### src/rtl/cache_refill_arbiter.sv
// cache_refill_arbiter: arbitrates icache/dcache line refills onto one AXI read channel
//
// Ports
//   clk, rst_n           clock, asynchronous active-low reset
//   rreq_i[1:0]          refill request per port (0 = icache, 1 = dcache)
//   addr_i[1:0]          miss address per port
//   rdy_o[1:0]           one-cycle pulse when that port's AR handshake completes
//   rvalid_o[1:0]        one-cycle pulse when the assembled line is on rdata_o
//   rdata_o              assembled cache line, shared by both ports
//   ar*_o, arready_i     AXI read-address channel (INCR burst of BEATS beats)
//   rdata_i, rvalid_i,
//   rlast_i, rready_o    AXI read-data channel
//
// Build option
//   REFILL_ARB_DCACHE_PRIO_EN  defined: port 1 wins simultaneous requests;
//                              undefined: round-robin between the ports.
module cache_refill_arbiter #(
    parameter int ADDR_WIDTH      = 32,
    parameter int CACHELINE_WIDTH = 128,
    parameter int AXI_DATA_WIDTH  = 32
) (
    input  logic                            clk,
    input  logic                            rst_n,
    input  logic [1:0]                      rreq_i,
    input  logic [1:0][ADDR_WIDTH-1:0]      addr_i,
    output logic [1:0]                      rdy_o,
    output logic [1:0]                      rvalid_o,
    output logic [CACHELINE_WIDTH-1:0]      rdata_o,
    output logic [ADDR_WIDTH-1:0]           araddr_o,
    output logic [7:0]                      arlen_o,
    output logic [2:0]                      arsize_o,
    output logic [1:0]                      arburst_o,
    output logic                            arvalid_o,
    input  logic                            arready_i,
    input  logic [AXI_DATA_WIDTH-1:0]       rdata_i,
    input  logic                            rvalid_i,
    input  logic                            rlast_i,
    output logic                            rready_o
);
    localparam int BEATS = CACHELINE_WIDTH / AXI_DATA_WIDTH;
    localparam int CNT_W = BEATS > 1 ? $clog2(BEATS) : 1;
    localparam logic [1:0] IDLE = 2'd0;
    localparam logic [1:0] AR   = 2'd1;
    localparam logic [1:0] R    = 2'd2;
    localparam logic [1:0] RESP = 2'd3;

    logic [1:0]                 state;
    logic                       winner;
    logic                       pick;
    logic [1:0]                 grant;
    logic [CNT_W-1:0]           beat_cnt;
    logic                       last_beat;
    logic [CACHELINE_WIDTH-1:0] line;
    logic [ADDR_WIDTH-1:0]      addr;
    logic                       unused;

    // Completion is counted in beats; rlast_i is deliberately ignored, and the
    // low address bits are dropped by line alignment.
    assign unused = ^{rlast_i, addr_i[0][3:0], addr_i[1][3:0]};

`ifdef REFILL_ARB_DCACHE_PRIO_EN
    assign pick = rreq_i[1];
`else
    logic last;

    // On a tie the port that was not granted last time wins.
    assign pick = &rreq_i ? ~last : rreq_i[1];

    always_ff @(posedge clk or negedge rst_n)
        if (!rst_n)
            last <= 1'b1;
        else if (state == IDLE && |rreq_i)
            last <= pick;
`endif

    assign last_beat = beat_cnt == CNT_W'(BEATS - 1);
    assign grant     = winner ? 2'b10 : 2'b01;

    always_ff @(posedge clk or negedge rst_n) begin
        if (!rst_n) begin
            state    <= IDLE;
            winner   <= 1'b0;
            beat_cnt <= '0;
            line     <= '0;
            addr     <= '0;
        end else begin
            case (state)
                IDLE:
                    if (|rreq_i) begin
                        winner <= pick;
                        addr   <= {addr_i[pick][ADDR_WIDTH-1:4], 4'b0};
                        state  <= AR;
                    end
                AR:
                    if (arready_i)
                        state <= R;
                R:
                    if (rvalid_i) begin
                        line[beat_cnt*AXI_DATA_WIDTH +: AXI_DATA_WIDTH] <= rdata_i;
                        beat_cnt <= last_beat ? '0 : beat_cnt + 1'b1;
                        if (last_beat)
                            state <= RESP;
                    end
                RESP:
                    state <= IDLE;
            endcase
        end
    end

    assign arvalid_o = state == AR;
    assign rready_o  = state == R;
    assign rdy_o     = {2{state == AR && arready_i}} & grant;
    // A requester that dropped its request is not told about the drained line.
    assign rvalid_o  = {2{state == RESP}} & grant & rreq_i;
    assign rdata_o   = line;
    assign araddr_o  = addr;
    assign arlen_o   = 8'(BEATS - 1);
    assign arsize_o  = 3'($clog2(AXI_DATA_WIDTH / 8));
    assign arburst_o = 2'b01;
endmodule
### config.mk
export PLATFORM = sky130hd
export DESIGN_NAME = cache_refill_arbiter
export DESIGN_NICKNAME = d
export VERILOG_FILES = /design/src/rtl/cache_refill_arbiter.sv
export SDC_FILE = /design/constraint.sdc
export NUM_CORES = 1
export LEC_CHECK = 0
export BUFFER_PORTS_ARGS = -buffer_cell sky130_fd_sc_hd__buf_2
export CORE_ASPECT_RATIO = 1.5
export CORE_MARGIN = 2
export CORE_UTILIZATION = 53
export CTS_BUF_LIST = sky130_fd_sc_hd__clkbuf_8
export DETAILED_ROUTE_END_ITERATION = 16
export HOLD_SLACK_MARGIN = 0.02
export PLACE_DENSITY = 0.88
export SLEW_MARGIN = 20
export SYNTH_ARGS = -nofsm -noshare
export SYNTH_HDL_FRONTEND = slang
export SYNTH_SLANG_ARGS = --single-unit
### constraint.sdc
create_clock -name clk -period 4 [get_ports clk]
set_clock_uncertainty 0.15 [all_clocks]
set_input_delay 0.8 -clock clk [delete_from_list [all_inputs] [get_ports clk]]
set_output_delay 0.8 -clock clk [all_outputs]
set_load 0.02 [all_outputs]
Yosys cells after proc, flatten, opt, wreduce, memory -nomap -nowiden
Cells that the tools add are included.
W data, S select, Z words.

storage, ports and cells
  register bits after elaboration = 162
  output and inout port bits = 179
  logic and storage cells = 42

cells by class
  add/sub/neg operators = 2
  $lt $le $gt $ge = 1
  eq/ne operators = 8
  shift-type cells = 2
  multiplexer cells = 11
  bitwise operators = 4
  reduce and logical (&&, ||, !) cells = 8

operators with widths
  operator                     number
  $bwmux W128                  1
  $shift A32 B34 Y128 const A  1
  $shiftx A32 B34 Y128         1
  $mux W32                     2
  $neg A7 Y34                  1
  $mux W2                      6
  $pmux W2 S4                  1
  $and A2 B2 Y2                3
  $eq A2 B2 Y1 const B         3
  $ne A2 B1 Y1 const B         3
  $reduce_and A2 Y1            3
  $reduce_and A4 Y1            1
  $add A2 B1 Y2 const B        1
  $eq A2 B1 Y1 const B         1
  $logic_and A1 B1 Y1          2
  $logic_not A2 Y1             1
  $lt A1 B2 Y1 const B         1
  $ne A2 B2 Y1 const B         1
  $reduce_or A2 Y1             1
  $mux W1                      1
  $not A1 Y1                   1

Depth between registers and ports, before layout
Gate-level depths: netlist of the first run.

  depth in word-level cells = 4
  gate-level depth with buffers = 7
  depth with buffers taken out = 5

Worst setup path after synthesis of the first run
No wires, ideal clock.

  path type = register -> output
  from = reg state[1]
  to = out rdy_o[0]
  arrival time = 1.139 ns
  data required time = 3.050 ns
  slack = 1.911 ns
  cell stages (with the launch flop) = 5
  path buffers = 0
  cell sequence = dfrtp_1 -> inv_1 -> ha_1 -> nand2_1 -> nor2_1

on the way
  longest elaborated chain between the ends = 3

ends and longest elaborated chain
  element                 line  text
  from (decl)             47    logic [1:0] state;
  from (signal assigned)  81    state <= IDLE;
  from (signal assigned)  92    state <= AR;
  from (signal assigned)  96    state <= R;
  $eq A2 B1 Y1            -
  net arvalid_o           33    output logic arvalid_o,
  $logic_and A1 B1 Y1     112   assign rdy_o = {2{state == AR && arready_i}} & grant;
  $and A2 B2 Y2           112
  to (decl)               26    output logic [1:0] rdy_o,

The timed path passes the listed nets, and every way through them passes these cells.

Worst setup path after layout of the first run
  from = reg beat_cnt[0]
  to = reg line[3] (netlist: rdata_o[3])

on the way
  longest elaborated chain between the ends = 3
  elaborated cells between the ends (all ways) = 4
  those cells by class = add/sub: 1; shift: 2; mux: 1

ends and longest elaborated chain
  element                                                             line  text
  from (decl)                                                         51    logic [CNT_W-1:0] beat_cnt;
  from (signal assigned)                                              100   beat_cnt <= last_beat ? '0 : beat_cnt + 1'b1;
  $neg A7 Y34 *                                                       99    line[beat_cnt*AXI_DATA_WIDTH +: AXI_DATA_WIDTH] <= rdata_i;
  $shiftx A32 B34 Y128 / $shift A32 B34 Y128 (equally long branches)  99
  $bwmux W128 *                                                       99
  to (signal, indexed assignment)                                     99
  to (decl)                                                           53    logic [CACHELINE_WIDTH-1:0] line;

Every way passes the cells marked *; elsewhere a longest branch is shown, timed or not.
A chain may end at the register's enable or synchronous reset.

==> results of run 1 <==
flip-flops by register name (all words and copies together), names as in the netlist:
name	flops
last	1
rdata_o	128
state	2
beat_cnt	2
winner	1
araddr_o	28
per-layer routing:
metal	global-route usage (%)	share of wire, %	vias to the layer above
met5	0	0	-
met4	13.1	3.7	0
met3	5.38	6.8	53
met2	47.2	52	288
met1	33.1	37	2570
li1	-	-	2244
per-stage QoR:
| stage | power (uW) | hold slack, ps | setup WS (ps) | instance area [um2] |
|---|---|---|---|---|
| final | 6530 | 311 | 1250 | 8270 |
| after CTS | 6540 | 323 | 1310 | 8240 |
| after detailed placement | 5150 | 319 | 1330 | 7770 |
| after global routing | 6860 | 351 | 1190 | 8270 |
| after floorplan | 4160 | 342 | 1910 | 6450 |
| after global placement | 5010 | 309 | 1470 | 7770 |
placed cells by master (no fill, tap or decap), drive strengths merged:
| master | Yosys | layout |
|---|---|---|
| mux2 | 3 | 3 |
| a21oi | 2 | 2 |
| nand4b | 1 | 1 |
| a31oi | 1 | 1 |
| clkbuf | 18 | 20 |
| nand2 | 33 | 33 |
| o21ai | 30 | 30 |
| nand2b | 2 | 2 |
| clkinv | 0 | 3 |
| buf | 32 | 265 |
| inv | 6 | 10 |
| dfrtp | 161 | 161 |
| nor4 | 3 | 3 |
| conb | 2 | 17 |
| diode | 0 | 1 |
| nor3 | 3 | 3 |
| mux2i | 28 | 28 |
| dfstp | 1 | 1 |
| a22o | 128 | 128 |
| nor2b | 1 | 1 |
| clkinvlp | 0 | 1 |
| a2bb2oi | 1 | 1 |
| ha | 11 | 11 |
| nor2 | 4 | 4 |
| bufinv | 0 | 4 |
| a21bo | 1 | 1 |
| and3b | 1 | 1 |
| a221oi | 1 | 1 |
| and3 | 2 | 2 |
| nand3 | 4 | 4 |
final timing paths:
| kind | depth (start not counted) | startpoint | to |
|---|---|---|---|
| setup / recovery | 5 | beat_cnt[0] | rdata_o[3] |
| hold reg to reg | 2 | araddr_o[6] | araddr_o[6] |
| max in group asynchronous | 2 | rst_n | last |
| hold / removal | 1 | rst_n | rdata_o[48] |
| min in group clk | 2 | araddr_o[6] | araddr_o[6] |
| setup reg to reg | 5 | beat_cnt[0] | rdata_o[3] |
final cells by class:
type	count	share of cell area, %
tap	153	2.31
inverter	6	0.272
timing repair buffer	265	16.8
sequential	162	49.0
clock buffer	20	3.33
multi-input combinational	277	25.9
clock inverter	12	2.34
antenna	1	0.0303
where the power goes:
group	total, uW	internal [uW]	switching [uW]
Combinational	2580	968	1610
Sequential	2570	2220	356
Clock	1370	747	628
cells by family (layout without fill, tap and decap cells):
group,Yosys count,in the layout
buffers and inverters,56,303
flip-flops,162,162
adder cells (fa/ha/maj),11,11
AND/OR/NAND/NOR,54,54
multiplexers,31,31
AO/OA/AOI/OAI,164,164
other,2,18
critical path: cells and delay by family, from the launching register on:
family                     cells  cell delay (ps)
adders and majority gates      1              310
buffers and inverters          2              690
and+or+nand+nor                1              680
AOI/OAI and AO/OA              1              260
DFF                            1              530
==> impl_metrics.py, run 1 <==
metrics = {
    "sta": {
        "period_share_pct": 68.9,
        "setup_viol": 0,
        "fmax_ghz": 0.363,
        "fin_crit_ps": 2750,
        "tightestPinTransition_ps": 909,
        "slew_violations": 0,
        "relSlewSlack_pct": 38.9,
        "setup_tns_ps": 0,
        "hold_viol_final": 0,
        "rsz0062_at_grt": "false",
    },
    "synth": {
        "ys_ff_latch": 162,
        "synth_top_family_by_area": "compound AO/OA/AOI/OAI gates",
        "synthXorXnorAreaFrac_pct": 0,
        "synthArstFlopShare_pct": 100,
        "synthTopCellsByArea": "dfrtp_1, a22o_1, mux2i_1",
        "yosys.area.top_type": "dfrtp_1",
        "synth_cell_type_count": 30,
        "synth-adder-area-share_pct": 2.15,
        "avgSynthCellArea_um2": 13.3,
        "synth-edff-count": 0,
        "synthSimpleGateAreaFrac_pct": 4.28,
        "ys_top_cells_by_count": "dfrtp_1, a22o_1, nand2_1",
        "ys_seq_area_share_pct": 63.4,
        "syn_area_mm2": 0.00640,
        "yosysTopAreaCellShare_pct": 63.0,
        "synth_compound_area_share_pct": 20.6,
        "yosysMostFrequentCell": "dfrtp_1",
        "synth_flop_cell": "dfrtp_1",
        "syn_inst": 480,
        "synth_warnings": 0,
        "muxShareOfSynthArea_pct": 4.91,
    },
    "hold_path": {
        "hold_path.class": "in -> async",
    },
    "placement": {
        "io_buffers": 255,
        "globalplace.congestion": 0.856,
        "place_hpwl_mm": 12.4,
        "placedCellCount": 862,
    },
    "floorplanning": {
        "start_util_pct": 53.8,
        "dieHeight_um": 139,
        "core_area_mm2": 0.0119,
        "die_w_um": 93.7,
        "io_pins": 282,
        "rows": 49,
        "fp.dieArea_mm2": 0.0130,
    },
    "power": {
        "p_per_area_mw_per_mm2": 790,
        "worst_ir_drop_vdd_v": 0.000410,
        "cellLeakagePower_uw": 0.00468,
    },
    "drt": {
        "vias": 5155,
        "drt-total-wl_mm": 17.8,
        "drtIter0Drc": 250,
        "antenna_left": 0,
        "wl_per_cell_um": 19.8,
        "vias_per_cell": 5.75,
        "drc": 0,
        "firstDrtPassIters": 4,
    },
    "worst_setup_path": {
        "end_kind": "flop",
        "critical_path.cell_chain": "inv_2 > ha_1 > nand3_1 > buf_4 > a22o_1",
        "reg2reg_slack_ps": 1250,
        "critPathArrivalTime_ps": 2920,
        "critical_path.max_fanout": 17,
        "worst-endpoint-required_ps": 4170,
        "worstSetupPathType": "reg -> reg",
        "max_stage_delay_ps": 680,
        "worst_path_max_delay_cell": "nand3_1",
        "startpoint_type": "flop",
    },
    "clock_tree": {
        "cts-root-buf": "clkbuf_8",
        "numCtsBuffers": 17,
        "clk_pin_slew_ps": 90,
        "hold_buffers": 0,
        "clk_latency_ps": 440,
        "cts_max_path_buffers": 2,
        "cts_setup_buffers": 0,
        "cts_tree": "yes",
        "htreeDepth": 4,
        "clock-sinks": 162,
        "ctsResizeCount": 0,
    },
    "layout": {
        "final-seq-area_mm2": 0.00406,
        "final_util_pct": 69.5,
        "multi_input_area_mm2": 0.00214,
        "layoutNonFillerInstCount": 896,
        "nets": 843,
        "nFillCells": 862,
        "layout-drive-gt1-share_pct": 41.5,
        "area_growth_pct": 29.3,
    },
    "run_status": {
        "status": "finished, final reports clean",
    },
    "global_route": {
        "grt_pass1_vias": 5460,
        "grt_max_degree": 102,
        "grt_pass1_wl_mm": 27.9,
        "gr-total-overflow": 0,
        "track_usage_pct": 27.6,
        "antenna_found_initial": 1,
    },
    "flow_run": {
        "drv_cap": 0,
    },
}
(Power assumes the default switching activity.)
==> run 2: changes to the inputs <==
--- a/config.mk
+++ b/config.mk
@@ -5,14 +5,15 @@
 export SDC_FILE = /design/constraint.sdc
 export NUM_CORES = 1
 export LEC_CHECK = 0
+export ABC_AREA = 1
 export BUFFER_PORTS_ARGS = -buffer_cell sky130_fd_sc_hd__buf_2
 export CORE_ASPECT_RATIO = 1.5
 export CORE_MARGIN = 2
-export CORE_UTILIZATION = 53
+export CORE_UTILIZATION = 46
 export CTS_BUF_LIST = sky130_fd_sc_hd__clkbuf_8
 export DETAILED_ROUTE_END_ITERATION = 16
 export HOLD_SLACK_MARGIN = 0.02
-export PLACE_DENSITY = 0.88
+export PLACE_DENSITY = 0.79
 export SLEW_MARGIN = 20
 export SYNTH_ARGS = -nofsm -noshare
 export SYNTH_HDL_FRONTEND = slang
==> constraint.sdc (replaced) <==
create_clock -name clk -period 2.5 [get_ports clk]
set_clock_uncertainty 0.15 [all_clocks]
set_input_delay 0.5 -clock clk [delete_from_list [all_inputs] [get_ports clk]]
set_output_delay 0.5 -clock clk [all_outputs]
set_load 0.02 [all_outputs]
==> impl_metrics.py, run 2 <==
metrics = {
    "sta": {
        "period_share_pct": 91.7,
        "hold_viol_final": 0,
        "setup_tns_ps": 0,
        "slew_violations": 0,
        "fin_crit_ps": 2290,
        "tightestPinTransition_ps": 699,
        "relSlewSlack_pct": 53.3,
        "rsz0062_at_grt": "false",
        "setup_viol": 0,
        "fmax_ghz": 0.436,
    },
    "global_route": {
        "met3_usage_pct": 5.54,
        "gr-total-overflow": 0,
        "track_usage_pct": 23.6,
        "use_met1_pct": 26.7,
        "grt_pass1_wl_mm": 31.9,
        "grt_busiest_layer": "met2",
        "use_met2_pct": 42.5,
        "grt_max_degree": 77,
        "antenna_found_initial": 0,
        "grt_pass1_vias": 6366,
    },
    "layout": {
        "final_cell_mix": "nand2_1, buf_2, dfrtp_1",
        "nets": 1177,
        "layout-drive-gt1-share_pct": 32.3,
        "antenna_cells": 0,
        "layout_commonest_cell": "nand2_1",
        "area_growth_pct": 23.0,
        "largest_register_ffs": 128,
        "layoutNonFillerInstCount": 1279,
    },
    "worst_setup_path": {
        "startpoint_type": "flop",
        "critPathCapture": "rdy_o[1]",
        "cp-startpoint": "state[1]",
        "critical_path.max_fanout": 4,
        "end_kind": "primary output",
        "reg2reg_depth": 7,
        "reg2reg_slack_ps": 390,
        "worstSetupPathType": "reg -> out",
        "worst-endpoint-required_ps": 1850,
        "critPathArrivalTime_ps": 1640,
        "r2r-start": "state[0]",
        "reg2reg_to": "rdata_o[72]",
    },
    "drt": {
        "antenna_left": 0,
        "vias": 6363,
        "firstDrtPassIters": 5,
        "drc": 0,
        "wl_per_cell_um": 15.5,
        "drtIter0Drc": 430,
        "drt-total-wl_mm": 19.8,
        "vias_per_cell": 4.97,
    },
    "placement": {
        "placedCellCount": 1246,
        "place_hpwl_mm": 14.2,
        "globalplace.congestion": 0.820,
        "io_buffers": 255,
    },
    "power": {
        "cellLeakagePower_uw": 0.00526,
        "worst_ir_drop_vdd_v": 0.000637,
        "p_per_area_mw_per_mm2": 1190,
    },
    "clock_tree": {
        "numCtsBuffers": 17,
        "clock-sinks": 162,
        "clk_latency_ps": 440,
        "clk_pin_slew_ps": 110,
        "cts_tree": "yes",
        "ctsResizeCount": 0,
        "htreeDepth": 4,
        "cts_max_path_buffers": 2,
        "cts-root-buf": "clkbuf_8",
    },
    "synth": {
        "ys_ff_latch": 162,
        "synthArstFlopShare_pct": 100,
        "syn_inst": 823,
        "synth_cell_type_count": 27,
        "syn_area_mm2": 0.00735,
        "ys_top_cells_by_count": "nand2_1, dfrtp_1, nand3_1",
        "synth-edff-count": 0,
        "synth_flop_cell": "dfrtp_1",
        "yosysTopAreaCellShare_pct": 54.8,
        "ys_seq_area_share_pct": 55.1,
        "yosysMostFrequentCell": "nand2_1",
        "synth_warnings": 0,
        "synthTopCellsByArea": "dfrtp_1, nand2_1, nand3_1",
        "yosys.area.top_type": "dfrtp_1",
        "avgSynthCellArea_um2": 8.93,
    },
    "run_status": {
        "status": "finished, final reports clean",
    },
    "floorplanning": {
        "io_pins": 282,
        "start_util_pct": 47.1,
        "fp.dieArea_mm2": 0.0170,
        "core_area_mm2": 0.0156,
        "die_w_um": 107,
        "dieHeight_um": 159,
        "rows": 56,
    },
    "flow_run": {
        "drv_cap": 0,
    },
    "hold_path": {
        "hold_path.class": "in -> reg",
    },
}
run 2: cell types whose count changed after synthesis, sizes merged, moves of 3 or more:
cell | previous run | this run
mux2 | 3 | 0
o21ai | 30 | 67
a22o | 128 | 0
nand2 | 33 | 330
clkbuf | 18 | 3
nand3 | 4 | 96
nor2 | 4 | 11
nand3b | 0 | 28
mux2i | 28 | 0
inv | 6 | 46
buf | 32 | 62
nor4 | 3 | 0
run 2: final cells by class:
cell class	instances	area, um2
inverter	46	175
sequential	162	4060
fill	1465	6580
timing repair buffer	271	1440
clock buffer	17	234
tap	203	254
multi-input combinational	565	2710
clock inverter	15	166
run 2: worst min path at each step:
| stage | endpoint | depth (start not counted) | startpoint | slack (ps) |
|---|---|---|---|---|
| final | rdata_o[79] | 3 | rdata_i[15] | 150 |
| after global routing | rdata_o[27] | 3 | rdata_i[27] | 130 |
| after CTS | rdata_o[79] | 3 | rdata_i[15] | 120 |
| after detailed placement | rdata_o[29] | 1 | rst_n | 280 |
| after global placement | rdata_o[26] | 1 | rst_n | 280 |
| after floorplan | araddr_o[10] | 0 | rst_n | 50 |
run 2: worst max-delay path, cell delays in order (launching register included):
cell     delay [ps]
dfrtp_1         440
inv_1           120
ha_1            190
inv_1            60
nor3_1          190
buf_2           190
run 2: metrics by stage:
step / cell area (um2) / hold slack, ps / power, uW / utilization [%] / setup slack (ps)
finish: 9040 / 146 / 10800 / 57.9 / 208
global route: 9040 / 134 / 11500 / 57.9 / 59.5
CTS: 9040 / 120 / 10900 / 57.9 / 169
detailed placement: 8630 / 283 / 8980 / 55.2 / 394
global placement: 8630 / 281 / 8870 / 55.2 / 466
floorplan: 7410 / 54.4 / 7400 / - / 478
run 2: report_power, final:
part / switching (uW) / internal [uW]
registers: 529 / 3580
logic: 3320 / 1490
clock network: 1120 / 754
run 2: cells by family (layout without fill, tap and decap cells):
group	count (synthesis)	count (layout)	share of synthesized area (%)
compound gates	67	67	6.09
fa+ha+maj	11	11	1.87
buf+inv	111	349	8.71
flops	162	162	55.1
other cells	2	17	0.102
simple gates	470	470	28.1
run 2: routing by layer:
| metal | part of all wire (%) | up-vias |
|---|---|---|
| met5 | 0 | - |
| met4 | 2.7 | 0 |
| met3 | 7.1 | 37 |
| met2 | 52 | 256 |
| met1 | 38 | 3016 |
| li1 | - | 3054 |
run 2: what timing repair did:
item	4_1_cts	5_1_grt
hold buffers	1	0
setup buffers	0	0
hold endpoints to repair	37	0
